### src/rtl/change_dispenser.sv
// Coin-return stage: pays a validated change amount greedily as 20c/10c/5c
// pulses, gated by hopper readiness, with timed pulse and gap phases.
module change_dispenser #(
    parameter int PULSE_CYCLES = 4,
    parameter int GAP_CYCLES   = 4
) (
    input  logic       clk,
    input  logic       reset_n,
    input  logic       start,
    input  logic [5:0] change,
    input  logic       hopper_ready,
    output logic       r5,
    output logic       r10,
    output logic       r20,
    output logic       busy,
    output logic       done,
    output logic       err,
    output logic [3:0] coin_count
);

    localparam int TMAX = (PULSE_CYCLES > GAP_CYCLES) ? PULSE_CYCLES : GAP_CYCLES;
    localparam int TW   = (TMAX > 2) ? $clog2(TMAX) : 1;
    localparam logic [TW-1:0] PULSE_LOAD = TW'(PULSE_CYCLES - 1);
    localparam logic [TW-1:0] GAP_LOAD   = TW'(GAP_CYCLES - 1);

    typedef enum logic [2:0] {
        S_IDLE,
        S_SELECT,
        S_PULSE,
        S_GAP,
        S_DONE
    } state_t;

    state_t        r_state;
    logic [5:0]    r_remaining;
    logic [2:0]    r_coin;      // one-hot {20c, 10c, 5c}; doubles as the output pins
    logic [TW-1:0] r_timer;
    logic [3:0]    r_count;
    logic          r_busy;
    logic          r_done;
    logic          r_err;

    state_t        w_state_next;
    logic [5:0]    w_remaining_next;
    logic [2:0]    w_coin_next;
    logic [TW-1:0] w_timer_next;
    logic [3:0]    w_count_next;
    logic          w_done_next;
    logic          w_err_next;
    logic          w_change_ok;
    logic [2:0]    w_pick_coin;
    logic [5:0]    w_pick_value;

    assign w_change_ok = (change <= 6'd60) && ((change % 6'd5) == 6'd0);

    // Remaining is always a multiple of 5, so a nonzero value below 10 is exactly 5.
    always_comb begin
        w_pick_coin  = 3'b001;
        w_pick_value = 6'd5;
        if (r_remaining >= 6'd20) begin
            w_pick_coin  = 3'b100;
            w_pick_value = 6'd20;
        end else if (r_remaining >= 6'd10) begin
            w_pick_coin  = 3'b010;
            w_pick_value = 6'd10;
        end
    end

    always_comb begin
        w_state_next     = r_state;
        w_remaining_next = r_remaining;
        w_coin_next      = r_coin;
        w_timer_next     = r_timer;
        w_count_next     = r_count;
        w_done_next      = 1'b0;
        w_err_next       = 1'b0;
        case (r_state)
            S_IDLE: begin
                if (start) begin
                    if (w_change_ok) begin
                        w_remaining_next = change;
                        w_count_next     = 4'd0;
                        w_state_next     = S_SELECT;
                    end else begin
                        w_err_next = 1'b1;
                    end
                end
            end
            S_SELECT: begin
                if (r_remaining == 6'd0) begin
                    w_state_next = S_DONE;
                    w_done_next  = 1'b1;
                end else if (hopper_ready) begin
                    w_coin_next      = w_pick_coin;
                    w_remaining_next = r_remaining - w_pick_value;
                    w_count_next     = r_count + 4'd1;
                    w_timer_next     = PULSE_LOAD;
                    w_state_next     = S_PULSE;
                end
            end
            S_PULSE: begin
                if (r_timer == '0) begin
                    w_coin_next  = 3'b000;
                    w_timer_next = GAP_LOAD;
                    w_state_next = S_GAP;
                end else begin
                    w_timer_next = r_timer - 1'b1;
                end
            end
            S_GAP: begin
                if (r_timer == '0) begin
                    w_state_next = S_SELECT;
                end else begin
                    w_timer_next = r_timer - 1'b1;
                end
            end
            S_DONE: begin
                w_state_next = S_IDLE;
            end
            default: begin
                w_state_next = S_IDLE;
                w_coin_next  = 3'b000;
            end
        endcase
    end

    always_ff @(posedge clk) begin
        if (!reset_n) begin
            r_state     <= S_IDLE;
            r_remaining <= 6'd0;
            r_coin      <= 3'b000;
            r_timer     <= '0;
            r_count     <= 4'd0;
            r_busy      <= 1'b0;
            r_done      <= 1'b0;
            r_err       <= 1'b0;
        end else begin
            r_state     <= w_state_next;
            r_remaining <= w_remaining_next;
            r_coin      <= w_coin_next;
            r_timer     <= w_timer_next;
            r_count     <= w_count_next;
            r_busy      <= (w_state_next != S_IDLE);
            r_done      <= w_done_next;
            r_err       <= w_err_next;
        end
    end

    assign r20        = r_coin[2];
    assign r10        = r_coin[1];
    assign r5         = r_coin[0];
    assign busy       = r_busy;
    assign done       = r_done;
    assign err        = r_err;
    assign coin_count = r_count;

endmodule

### config.mk
export PLATFORM = sky130hd
export DESIGN_NAME = change_dispenser
export DESIGN_NICKNAME = d
export VERILOG_FILES = /design/src/rtl/change_dispenser.sv
export SDC_FILE = /design/constraint.sdc
export NUM_CORES = 1
export LEC_CHECK = 0
export ABC_AREA = 1
export CAP_MARGIN = 0
export CORE_MARGIN = 8
export CORE_UTILIZATION = 59
export DETAILED_ROUTE_END_ITERATION = 7
export PLACE_DENSITY = 0.89
export SKIP_LAST_GASP = 1
export SLEW_MARGIN = 20
export SYNTH_ARGS = -nofsm -noshare
export SYNTH_HDL_FRONTEND = slang
export SYNTH_SLANG_ARGS = --single-unit
### constraint.sdc
create_clock -name clk -period 5.4 [get_ports clk]
set_clock_uncertainty 0.1 [all_clocks]
set_input_delay 1.62 -clock clk [delete_from_list [all_inputs] [get_ports clk]]
set_output_delay 1.62 -clock clk [all_outputs]
set_load 0.1 [all_outputs]
# Word-level counts from Yosys, hierarchy flattened

Cells that the tools add are included.
Widths: inputs -> output; s select.

Register bits after elaboration: 21
Input bits: 10
Output and inout bits: 10
Logic and storage cells: 72

Add/subtract/negate cells: 3
Div/mod/pow operators: 1
$lt $le $gt $ge: 3
Equal/unequal tests: 10
Mux-type cells: 32
Bitwise operators: 1
Reductions and logical operators: 14

Operators by type and width:

| kind                | number |
|---|---|
| $mux 3              | 10 |
| $mux 6              | 4 |
| $mux 4              | 5 |
| $logic_not 6->1     | 2 |
| $ne 2x2->1 const B  | 6 |
| $pmux 3 s4          | 1 |
| $pmux 6 s2          | 1 |
| $mux 2              | 5 |
| $pmux 3 s3          | 1 |
| $pmux 4 s2          | 1 |
| $reduce_and 4->1    | 2 |
| $eq 3x2->1 const B  | 2 |
| $ge 6x4->1 const B  | 1 |
| $ge 6x5->1 const B  | 1 |
| $le 6x6->1 const B  | 1 |
| $mod 6x3->6 const B | 1 |
| $pmux 2 s3          | 1 |
| $reduce_bool 3->1   | 2 |
| $sub 6x6->6         | 1 |
| $mux 5              | 1 |
| $reduce_and 5->1    | 1 |
| $add 4x1->4 const B | 1 |
| $eq 3x1->1 const B  | 1 |
| $eq 3x3->1 const B  | 1 |
| other kinds (10)    | 11 |

# Logic depth before layout (Yosys ltp)

Word-level depth: 7
Depth in mapped cells: 27
Gate-level depth less buffers: 27

# Worst setup path before layout

No wires, ideal clock.

Path kind: input -> register
Start: in change[4]
End: reg r_count[0], in the netlist coin_count[0]
Setup time: 117 ps
Arrival time: 3,578 ps
Required time: 5,183 ps
Path slack: 1,605 ps
Stages on the path: 23
Path buffers: 1
Path through: inv_2 > ha_1 > inv_1 > nand2_1 > nand2_2 > nand3_1 > nand2_2 > nand2_2 > nand2_2 > nand2_2 > nand2_2 > inv_2 > ha_1 > xnor2_1 > a21oi_1 > nand3_1 > nand2_2 > nand3_2 > nand2_2 > buf_6 > nand3_1 > nand2_1 > nor2_1

Cells in the longest elaborated chain, start to end: 5
Elaborated cells on any way between the ends: 6
Those cells by class: div: 1; order compare: 1; eq/ne: 1; reduce/logical: 3

RTL lines:

| item                                  | RTL line | text |
|---|---|---|
| start: declaration                    | 10       | `input logic [5:0] change,` |
| $mod 6x3->6                           | 54       | `assign w_change_ok = (change <= 6'd60) && ((change % 6'd5) == 6'd0);` |
| $logic_not 6->1                       | 54       |  |
| $logic_and 1x1->1 (*)                 | 54       |  |
| $ne 2x2->1 (no source line) (*)       | n/a      |  |
| $reduce_and 5->1 (no source line) (*) | n/a      |  |
| end signal: assignment                | 142      | `r_count <= w_count_next;` |
| end: declaration                      | 38       | `logic [3:0] r_count;` |

Mark *: on every way between the ends. The rest lies on a longest branch, timed or not.
A chain may end at the register's enable or synchronous reset.

# Final worst setup path

Start: in change[4]
End: reg r_count[2], in the netlist coin_count[2]

Same word-level chain as after synthesis.

==> reports/results.ini <==
[global_route]
track_usage = 0.164
antenna_found_initial = 0
grt.overflow.total = 0
grt_start_max_net_pins = 18
grt_pass1_wl_um = 5890
grt_pass1_vias = 1403

[critical_path]
critPathSlowestCell = clkdlybuf4s50_1
cp.required_ns = 5.50
critical-path-top-delay-family = simple AND/OR/NAND/NOR gates
crit_type = input port to flop
crit_buf_inv = 5
cp_max_fo = 12
crit_arrival_ns = 4.52
cpPeakStageDelay_ns = 0.54
crit_chain = clkdlybuf4s50_1 -> inv_2 -> ha_1 -> inv_1 -> nand2_1 -> nand2_2 -> nand2_1 -> nand2_1 -> nand2_2 -> inv_1 -> nand3_1 -> nand2_2 -> inv_2 -> ha_1 -> xnor2_1 -> a21oi_1 -> nand3_1 -> nand2_2 -> nand3_2 -> nand2_2 -> nand2_1 -> nand2_1 -> a21oi_1
start_kind = input port
endpoint_kind = flop

[routing]
via_count = 1491
antenna_left = 0
drt_iter0_drc = 101
wl_um = 3440
avgViaCountPerCell = 5.33
dr.pass1.iters = 4
drc = 0
wire_per_inst_um = 12.3

[cts]
cts_buffer_depth = 2
cts_made_buffers = 3
clock_latency_ns = 0.31
cts_setup_buffers = 0
htree_levels = 1
cts_tree = done
clockRootBuffer = clkbuf_4
cts_sinks = 21
cts_hold_buffers = 0
cts-resized-gates = 0
cts.reportedPaths.clkPinSlew_ns = 0.12

[die]
die_area_um2 = 4470
core-area_um2 = 2450
ioPinCount = 20
start_util = 0.621
die_y_um = 66.8
num_rows = 18
die_x_um = 66.8

[timing]
setup_viol_count_final = 0
tightest_slew_ns = 0.970
fmax_mhz = 226
min_period_over_period = 0.818
final_max_slew_viol_count = 0
setup_ws_ns = 0.980
hold_ws_ns = 0.380
finalCriticalPeriod_ns = 4.42
rsz0062_at_grt = false
hold_violations = 0
fin_setup_tns_ns = 0
max-slew-margin-rel = 0.351

[place]
placed_cell_area_um2 = 1730
place_hpwl_um = 2660
place.gp.congestion = 0.870
portBuffers = 19
pre_cts_slack_ns = 0.650

[power]
intPower_w = 0.000302
combPwrFrac = 0.529
power.net_switching_w = 0.000265
p_sw_frac = 0.468
worst_ir_drop_vdd_uv = 257
pwr_density_cell_nw_per_um2 = 323
pwr-share-clk = 0.140
power_frac_seq = 0.331
p_leak_nw = 0.787

[cells_and_area]
diodes = 0
area_delta_synth_final_pct = 15.2
layout-drive-gt1-share = 0.100
fin_area_um2 = 1760
nets = 272
final.fill_count = 210

[logic_synthesis]
yosysTopAreaCell = dfxtp_1
synth.most_common_cell = nand2_1
async_flop_share = 0
yosys_warnings = 0
syn_area_um2 = 1530
ys_top_cells_by_count = nand2_1, inv_1, a21oi_1, nor2_1
ys_ff_latch = 21
ys_seq_area_frac = 0.276
ys_dominant_reg_cell = dfxtp_1
synth_top_area_frac = 0.276
synth_edf_count = 0
synth_cells = 231
avgSynthCellArea_um2 = 6.60
ys_top_cells_by_area = dfxtp_1, nand2_1, ha_1
syn_nets = 252
ys_types = 28

[worst_hold_path]
holdCritPathClass = flop to flop

[run]
maxCapViolCount = 0

[outcome]
status = finished, final reports clean

sequential cells by signal, indices dropped and copies added, names as in the netlist:
| register | count |
|---|---|
| busy | 1 |
| coin_count | 4 |
| done | 1 |
| err | 1 |
| r_coin | 3 |
| r_remaining | 6 |
| r_state | 3 |
| r_timer | 2 |
cell usage in the layout (no fill, tap or decap), types with 2 or more instances in the layout:
| cell type | instances |
|---|---|
| ha_1 | 10 |
| nor3_1 | 4 |
| clkinv_1 | 2 |
| nand3_1 | 21 |
| a21oi_1 | 24 |
| xnor2_1 | 5 |
| nor2_1 | 23 |
| nand2_1 | 48 |
| nand3_2 | 4 |
| o21ai_0 | 12 |
| clkdlybuf4s50_1 | 19 |
| nand2_2 | 11 |
| inv_2 | 4 |
| clkbuf_4 | 3 |
| inv_1 | 26 |
| xor2_1 | 2 |
| dfxtp_1 | 21 |
per-stage QoR:
stage / utilization / total power [W] / instances
2_1_floorplan: - / 0.000428 / 231
3_3_place_gp: 0.703 / 0.000482 / 276
3_5_place_dp: 0.703 / 0.000489 / 276
4_1_cts: 0.716 / 0.000567 / 280
5_1_grt: 0.716 / 0.000615 / 280
6_report: 0.716 / 0.000567 / 280
power by group through the flow:
| stage | clock network [W] | logic (W) | registers [W] |
|---|---|---|---|
| floorplan | 0 | 0.000203 | 0.000226 |
| global placement | 0 | 0.000292 | 0.000190 |
| detailed placement | 0 | 0.000298 | 0.000191 |
| CTS | 0.0000800 | 0.000299 | 0.000188 |
| global route | 0.0000868 | 0.000338 | 0.000190 |
| finish | 0.0000794 | 0.000300 | 0.000188 |
layout make-up:
class / instances / area, um^2 / share of cell area
clock buffers: 3 / 22.5 / 0.0128
clock inverters: 1 / 7.51 / 0.00427
inverters: 32 / 120 / 0.0684
multi-input cells: 174 / 958 / 0.546
flip-flops and latches: 21 / 420 / 0.239
well taps: 30 / 37.5 / 0.0214
repair buffers: 19 / 190 / 0.108
metal layers:
metal	GRT usage	routed length, um	up-vias
met5	0	0	-
met4	0.0613	53	0
met3	0.0419	129	6
met2	0.268	1620	34
met1	0.201	1640	660
li1	-	-	791
cell families after synthesis:
group,Yosys count,synth area share
flops,21,0.276
xor+xnor,7,0.0402
buf+inv,36,0.0960
compound gates,42,0.148
fa+ha+maj,11,0.0952
simple gates,114,0.345
path summary, 6_finish.rpt:
kind,start,to,slack (ns),depth (start not counted)
worst max-delay path,change[4],coin_count[2]$_SDFFE_PN0P_,0.98,23
worst min-delay path,r_timer[0]$_SDFFE_PN0P_,r_timer[0]$_SDFFE_PN0P_,0.38,1
worst max register to register,r_remaining[2]$_SDFFE_PN0P_,r_remaining[5]$_SDFFE_PN0P_,2.47,15
worst min register to register,r_timer[0]$_SDFFE_PN0P_,r_timer[0]$_SDFFE_PN0P_,0.38,1
Power figures use the tool's default switching activity.
